$ cat src/rtl/alu_sequencer.sv
// alu_sequencer: pops {op, a, b} entries from an input FIFO, runs them through
// a small ALU (add / subtract, optional 12x12 multiply) and pushes the 25-bit
// result into an output FIFO. Entries carrying an unsupported opcode are
// dropped and counted in a saturating 8-bit error counter.
// Optional feature: define ALU_MUL_EN to enable op=2'b11 (a[11:0]*b[11:0]).
module alu_sequencer #(
    parameter int DATA_SIZE      = 24,
    parameter int OPERATION_SIZE = 2,
    parameter int FIFO_IN_WIDTH  = OPERATION_SIZE + 2 * DATA_SIZE,
    parameter int FIFO_OUT_WIDTH = DATA_SIZE + 1
) (
    input  logic                      clk,
    input  logic                      rst_n,
    input  logic [FIFO_IN_WIDTH-1:0]  fifo_in_data,
    input  logic                      empty_in,
    output logic                      r_en_in,
    input  logic                      full_out,
    output logic                      w_en_out,
    output logic [FIFO_OUT_WIDTH-1:0] fifo_out_data,
    output logic                      busy,
    output logic [7:0]                op_err_cnt
);

    localparam logic [OPERATION_SIZE-1:0] OP_ADD = OPERATION_SIZE'(1);
    localparam logic [OPERATION_SIZE-1:0] OP_SUB = OPERATION_SIZE'(2);
`ifdef ALU_MUL_EN
    localparam logic [OPERATION_SIZE-1:0] OP_MUL = OPERATION_SIZE'(3);
`endif

    typedef enum logic [2:0] {
        ST_IDLE  = 3'd0,
        ST_READ  = 3'd1,
        ST_LATCH = 3'd2,
        ST_EXEC  = 3'd3,
        ST_WRITE = 3'd4
    } state_t;

    state_t                      state_reg, state_next;
    logic [OPERATION_SIZE-1:0]   op_reg;
    logic [DATA_SIZE-1:0]        a_reg, b_reg;
    logic [FIFO_OUT_WIDTH-1:0]   result_reg, result_next;
    logic [7:0]                  err_cnt_reg;
    logic                        err_inc;

    logic                        alu_valid;
    logic [FIFO_OUT_WIDTH-1:0]   alu_result;

    // Field split of the input entry: {op, data0, data1}
    logic [OPERATION_SIZE-1:0]   in_op;
    logic [DATA_SIZE-1:0]        in_a, in_b;
    assign in_op = fifo_in_data[FIFO_IN_WIDTH-1 -: OPERATION_SIZE];
    assign in_a  = fifo_in_data[2*DATA_SIZE-1 -: DATA_SIZE];
    assign in_b  = fifo_in_data[DATA_SIZE-1:0];

`ifdef ALU_MUL_EN
    // Only the low 12 bits of each operand feed the multiplier.
    logic [23:0] mul_prod;
    assign mul_prod = a_reg[11:0] * b_reg[11:0];
`endif

    // ALU: decode the latched opcode; zero-extension keeps carry/borrow in the MSB.
    always_comb begin
        alu_valid  = 1'b0;
        alu_result = '0;
        case (op_reg)
            OP_ADD: begin
                alu_valid  = 1'b1;
                alu_result = {1'b0, a_reg} + {1'b0, b_reg};
            end
            OP_SUB: begin
                alu_valid  = 1'b1;
                alu_result = {1'b0, a_reg} - {1'b0, b_reg};
            end
`ifdef ALU_MUL_EN
            OP_MUL: begin
                alu_valid  = 1'b1;
                alu_result = FIFO_OUT_WIDTH'(mul_prod);
            end
`endif
            default: ;
        endcase
    end

    // Next-state logic; result and error-count updates only happen in EXEC.
    always_comb begin
        state_next  = state_reg;
        result_next = result_reg;
        err_inc     = 1'b0;
        case (state_reg)
            ST_IDLE:  if (!empty_in) state_next = ST_READ;
            ST_READ:  state_next = ST_LATCH;
            ST_LATCH: state_next = ST_EXEC;
            ST_EXEC: begin
                if (alu_valid) begin
                    result_next = alu_result;
                    state_next  = ST_WRITE;
                end else begin
                    err_inc    = 1'b1;
                    state_next = ST_IDLE;
                end
            end
            ST_WRITE: if (!full_out) state_next = ST_IDLE;
            default:  state_next = ST_IDLE;
        endcase
    end

    // State, operand, result and error-counter registers with async clear.
    always_ff @(posedge clk or negedge rst_n) begin
        if (!rst_n) begin
            state_reg   <= ST_IDLE;
            op_reg      <= '0;
            a_reg       <= '0;
            b_reg       <= '0;
            result_reg  <= '0;
            err_cnt_reg <= '0;
        end else begin
            state_reg  <= state_next;
            result_reg <= result_next;
            if (state_reg == ST_LATCH) begin
                op_reg <= in_op;
                a_reg  <= in_a;
                b_reg  <= in_b;
            end
            if (err_inc && (err_cnt_reg != 8'hFF))
                err_cnt_reg <= err_cnt_reg + 8'd1;
        end
    end

    // Strobes are decoded from the state register; the push is held off by
    // the full flag so a stalled WRITE never produces a pulse.
    assign r_en_in       = (state_reg == ST_READ);
    assign w_en_out      = (state_reg == ST_WRITE) && !full_out;
    assign busy          = (state_reg != ST_IDLE);
    assign fifo_out_data = result_reg;
    assign op_err_cnt    = err_cnt_reg;

endmodule

$ cat config.mk
export PLATFORM = sky130hd
export DESIGN_NAME = alu_sequencer
export DESIGN_NICKNAME = d
export VERILOG_FILES = /design/src/rtl/alu_sequencer.sv
export SDC_FILE = /design/constraint.sdc
export NUM_CORES = 1
export LEC_CHECK = 0
export ABC_AREA = 1
export CORE_MARGIN = 3
export CORE_UTILIZATION = 49
export DETAILED_ROUTE_END_ITERATION = 10
export PLACE_DENSITY = 0.79
export SYNTH_ARGS = -nofsm -noshare
export SYNTH_HDL_FRONTEND = slang
export SYNTH_SLANG_ARGS = --single-unit
$ cat constraint.sdc
create_clock -name clk -period 2.4 [get_ports clk]
set_input_delay 0.48 -clock clk [delete_from_list [all_inputs] [get_ports clk]]
set_output_delay 0.48 -clock clk [all_outputs]
set_load 0.005 [all_outputs]
# --- Word-level counts from Yosys, hierarchy flattened ---
# Index checks and enable logic that the tools add are counted.
classes:
  reduce_logical: 8
  n_div: 0
  bitwise: 0
  magnitude_cmp: 0
  n_mux: 8
  eq_ne: 9
  shift: 0
  addsub: 3
  n_mul: 0
op_table:
  columns: ["op", "count"]
  rows:
  - ["$pmux W25 S2", 1]
  - ["$add A24 B24 Y25", 1]
  - ["$sub A24 B24 Y25", 1]
  - ["$pmux W3 S5", 1]
  - ["$mux W3", 3]
  - ["$add A8 B1 Y8 const B", 1]
  - ["$ne A8 B8 Y1 const B", 1]
  - ["$eq A3 B2 Y1 const B", 2]
  - ["$ne A2 B2 Y1 const B", 2]
  - ["$reduce_and A2 Y1", 2]
  - ["$eq A3 B1 Y1 const B", 1]
  - ["$eq A3 B3 Y1 const B", 1]
  - ["$logic_not A3 Y1", 1]
  - ["$mux W1", 3]
  - ["$reduce_bool A3 Y1", 1]
  - ["$eq A2 B1 Y1 const B", 1]
  - ["$eq A2 B2 Y1 const B", 1]
  - ["$logic_and A1 B1 Y1", 2]
  - ["$reduce_or A2 Y1", 1]
  - ["$logic_not A1 Y1", 1]
word_totals:
  in_bits: 54
  mem_count: 0
  ff_bits: 86
  romBits: 0
  output_inout_bits: 36
  ramBits: 0
  latch_bits: 0

# --- Depth between registers and ports, before layout ---
logic_depth:
  depth_word: 6
  mapped_depth: 22
  ltp_nobuf: 22

# --- Worst setup path before layout ---
# No wires, ideal clock.
synth_timing:
  kind: "reg2reg"
  startpoint: "register b_reg[0]"
  endpoint: "register result_reg[19], in the netlist fifo_out_data[19]"
  path_slack_ns: -0.165
  arrival_ns: 2.448
  stages_incl_launch_ff: 21
  setup_ns: 0.117
  required_time_ns: 2.283
  cell_sequence: "dfrtp_1 inv_1 ha_1 nand2_2 nor2_2 nand2_1 nor2_2 nand2_2 nand2_1 o21ai_1 xor2_1 ha_1 nand2_1 inv_1 nand2_1 nor3_1 nand3_1 nand3_1 nand2_1 nand3_1 nand2_1"
synth_between:
  elab_chain_len: 2
  word_cells_on_any_way: 3
  cone_classes: "2 x add/sub; 1 x mux"
synth_rtl:
  columns: ["element", "line", "text"]
  rows:
  - ["from (decl)", "40", "logic [DATA_SIZE-1:0] a_reg, b_reg;"]
  - ["from (signal assigned)", "122", "b_reg <= in_b;"]
  - ["$sub A24 B24 Y25 or $add A24 B24 Y25 (tied branches)", "72, 68", null]
  - ["$pmux W25 S2 *", "65", "case (op_reg)"]
  - ["to (signal assigned)", "118", "result_reg <= result_next;"]
  - ["to (decl)", "41", "logic [FIFO_OUT_WIDTH-1:0] result_reg, result_next;"]
# Every way passes the cells marked *; elsewhere a longest branch is shown, timed or not.
# A chain may end at the register's enable or synchronous reset.

# --- Final worst setup path ---
layout_timing:
  startpoint: "register b_reg[0]"
  endpoint: "register result_reg[23], in the netlist fifo_out_data[23]"
# The elaborated chain is that of the path after synthesis.

==> metrics.csv <==
metric,value,unit
status,"finished, violations left",
violations,setup timing,
syn_nets,832,
yosysUniqueCellTypes,33,
grt_pass1_wl,28500,µm
max_freq,362,MHz
worstSetupPathType,flip-flop to flip-flop,
io_pins,90,
grt_pass1_vias,5891,
first_pass_iters,5,
hold_viol_final,0,
gp_congestion,0.938,
design_area,0.00861,mm²
numCtsBuffers,9,
die_width,114,µm
syn_inst,750,
largest_reg_flops,25,
cts_hold_buf,0,
netlist_area,0.00567,mm²
synth_edf_count,0,
nFillCells,739,
yosysSeqAreaShare,38.0,%
routed_via_density,5.29,
synth-seq-cells,86,
start_util,51.1,%
period_minus_slack,2.76,ns
path_cells,inv_2 > ha_4 > nand2_4 > nor2_4 > nand2_2 > nor2_4 > nand2_4 > nand2_2 > o21ai_2 > xor2_1 > ha_1 > buf_4 > nand2_1 > nand2_1 > inv_2 > nand2_2 > a21oi_2 > nand3_1 > nand2_1 > nand3_1 > nand2_1 > inv_1,
clk_latency,0.35,ns
fin_crit_sh,115,%
skew,0.00544,ns
die_y,114,µm
crit_path_top_delay_cell,dfrtp_1,
cts_root_buf,clkbuf_16,
area_growth_syn_to_layout,51.9,%
rsz0062_at_grt,yes,
critPathLaunch,b_reg[0]$_DFFE_PN0N_,
antenna_left,0,
cts_tree,built,
dr_total_vias,5882,
crit_arrival,3.01,ns
syn_area_per_cell,7.55,µm²
yosys.area.top_type,dfrtp_1,
clk_path_buf_depth,2,
setup_slack,-0.360,ns
slew_violations,0,
placed_cell_area,0.00753,mm²
drv_cap,0,
numPortBuffers,89,
crit_buf_inv,4,
die_area,0.0129,mm²
final_nets,1050,
path_max_fanout,3,
synthArstFlopShare,100,%
avgRoutedWirePerCell,16.6,µm
antenna_cells,0,
relSlewSlack,52.5,%
synthTopCellsByArea,"dfrtp_1 38%, nand2_1 14%, mux2_2 7.8%",
ys.warnings.count,0,
wl,18500,µm
cp-start-kind,flip-flop,
tightest_slew,0.713,ns
num_rows,38,
drcViolationCount,0,
netlist.area_leader.share,38.0,%
gr-total-overflow,0,
drt_iter0_drc,286,
dp_hpwl,13000,µm
clk_pin_slew_worst_paths,0.06,ns
setup_violations,21,
worst_setup_path_end_kind,flip-flop,
grt_max_degree,63,
cpMostUsedCell,nand2_1,
crit_required,2.65,ns
antenna_found_initial,0,
cp_slowest_stage_delay,0.40,ns
r2r-start,b_reg[0]$_DFFE_PN0N_,
holdWs,0.141,ns
crit_family,simple AND/OR/NAND/NOR gates,
synth_top_flop_cell,dfrtp_1,
cts.sinks,86,
drive_above_1_share,35.5,%
grt_usage,28.1,%
cts_max_level,3,
hp-class,input port to asynchronous set/reset pin,
core_area,0.0111,mm²
[repair_timing]
| item | in CTS | in global routing |
|---|---|---|
| gates resized for setup | 88 | 65 |
| pin swaps | 61 | 31 |
| setup buffers | 18 | 12 |
| setup endpoints to repair | 22 | 22 |
[final timing paths]
check	endpoint	slack [ns]	cells after the start
max	fifo_out_data[23]$_DFFE_PN0P_	-0.36	22
min	fifo_out_data[1]$_DFFE_PN0P_	0.14	1
max reg2reg	fifo_out_data[23]$_DFFE_PN0P_	-0.36	22
min reg2reg	fifo_out_data[1]$_DFFE_PN0P_	0.47	2
max in group asynchronous	b_reg[5]$_DFFE_PN0N_	1.61	2
min in group clk	fifo_out_data[1]$_DFFE_PN0P_	0.47	2
[layout make-up]
type	instances	area, µm²	share of cell area [%]
inverter	89	337	3.91
clock inverter	4	50.0	0.581
timing repair buffer	219	1890	21.9
multi-input combinational	563	3770	43.8
tap	140	175	2.04
sequential	86	2160	25.1
clock buffer	10	229	2.66
[Yosys cell counts, types with 4 or more instances]
cell      number
nor3_1         6
xor2_1        18
o21ai_0       17
buf_2          7
dfrtp_1       86
nor2_1        98
a21oi_1       40
nand4_1       10
nor4_1         4
o21bai_1       7
or2_2          5
nand3b_1       4
mux2_2        39
nand2_2        4
inv_1         86
ha_1          27
xnor2_1       15
nand3_1       44
nand2_1      209
[cell families after synthesis]
| kind of cell | Yosys count | share of synthesized area (%) |
|---|---|---|
| DFF | 86 | 38.0 |
| buffers and inverters | 101 | 6.98 |
| AOI/OAI and AO/OA | 71 | 6.89 |
| adders and majority gates | 28 | 6.32 |
| muxes | 39 | 7.75 |
| xor gates and xnor gates | 33 | 5.10 |
| and+or+nand+nor | 392 | 29.0 |
[per-layer routing]
metal	track usage (%)	vias up	part of all wire, %
li1	-	2840	-
met1	34.4	2781	41
met2	49.9	203	51
met3	3.18	58	4.6
met4	12.3	0	4.3
met5	0	-	0
[metrics by stage]
step	std cells	util, %	setup WS, ns	TNS, ns
finish	1111	77.7	-0.360	-4.55
global route	1111	77.7	-0.544	-7.73
CTS	1099	75.0	-0.248	-2.82
detailed placement	1067	68.0	-0.413	-5.72
global placement	1067	68.0	-0.328	-4.12
floorplan	750	-	-0.0555	-0.225
[cells in the final DEF (no fill, tap or decap), drive strengths merged]
cell           synthesis  final
nand2                213    213
nand4                 10     10
xor2                  18     18
o21ai                 22     22
bufinv                 0      1
dfrtp                 86     86
a21oi                 41     41
nor4                   4      4
buf                    9    131
clkinvlp               0      2
clkdlybuf4s50          0     88
o21bai                 7      7
nor3                   7      7
clkbuf                 3     10
nor3b                  1      1
mux2                  39     39
fa                     1      1
and2                   1      1
inv                   89     89
ha                    27     27
or2                    5      5
clkinv                 0      1
nand3b                 4      4
nor2                 101    101
xnor2                 15     15
and3                   1      1
nand3                 45     45
o31ai                  1      1
Power is not shown: default switching activity piles up to over one toggle a cycle in this logic, so the estimate is an artifact.
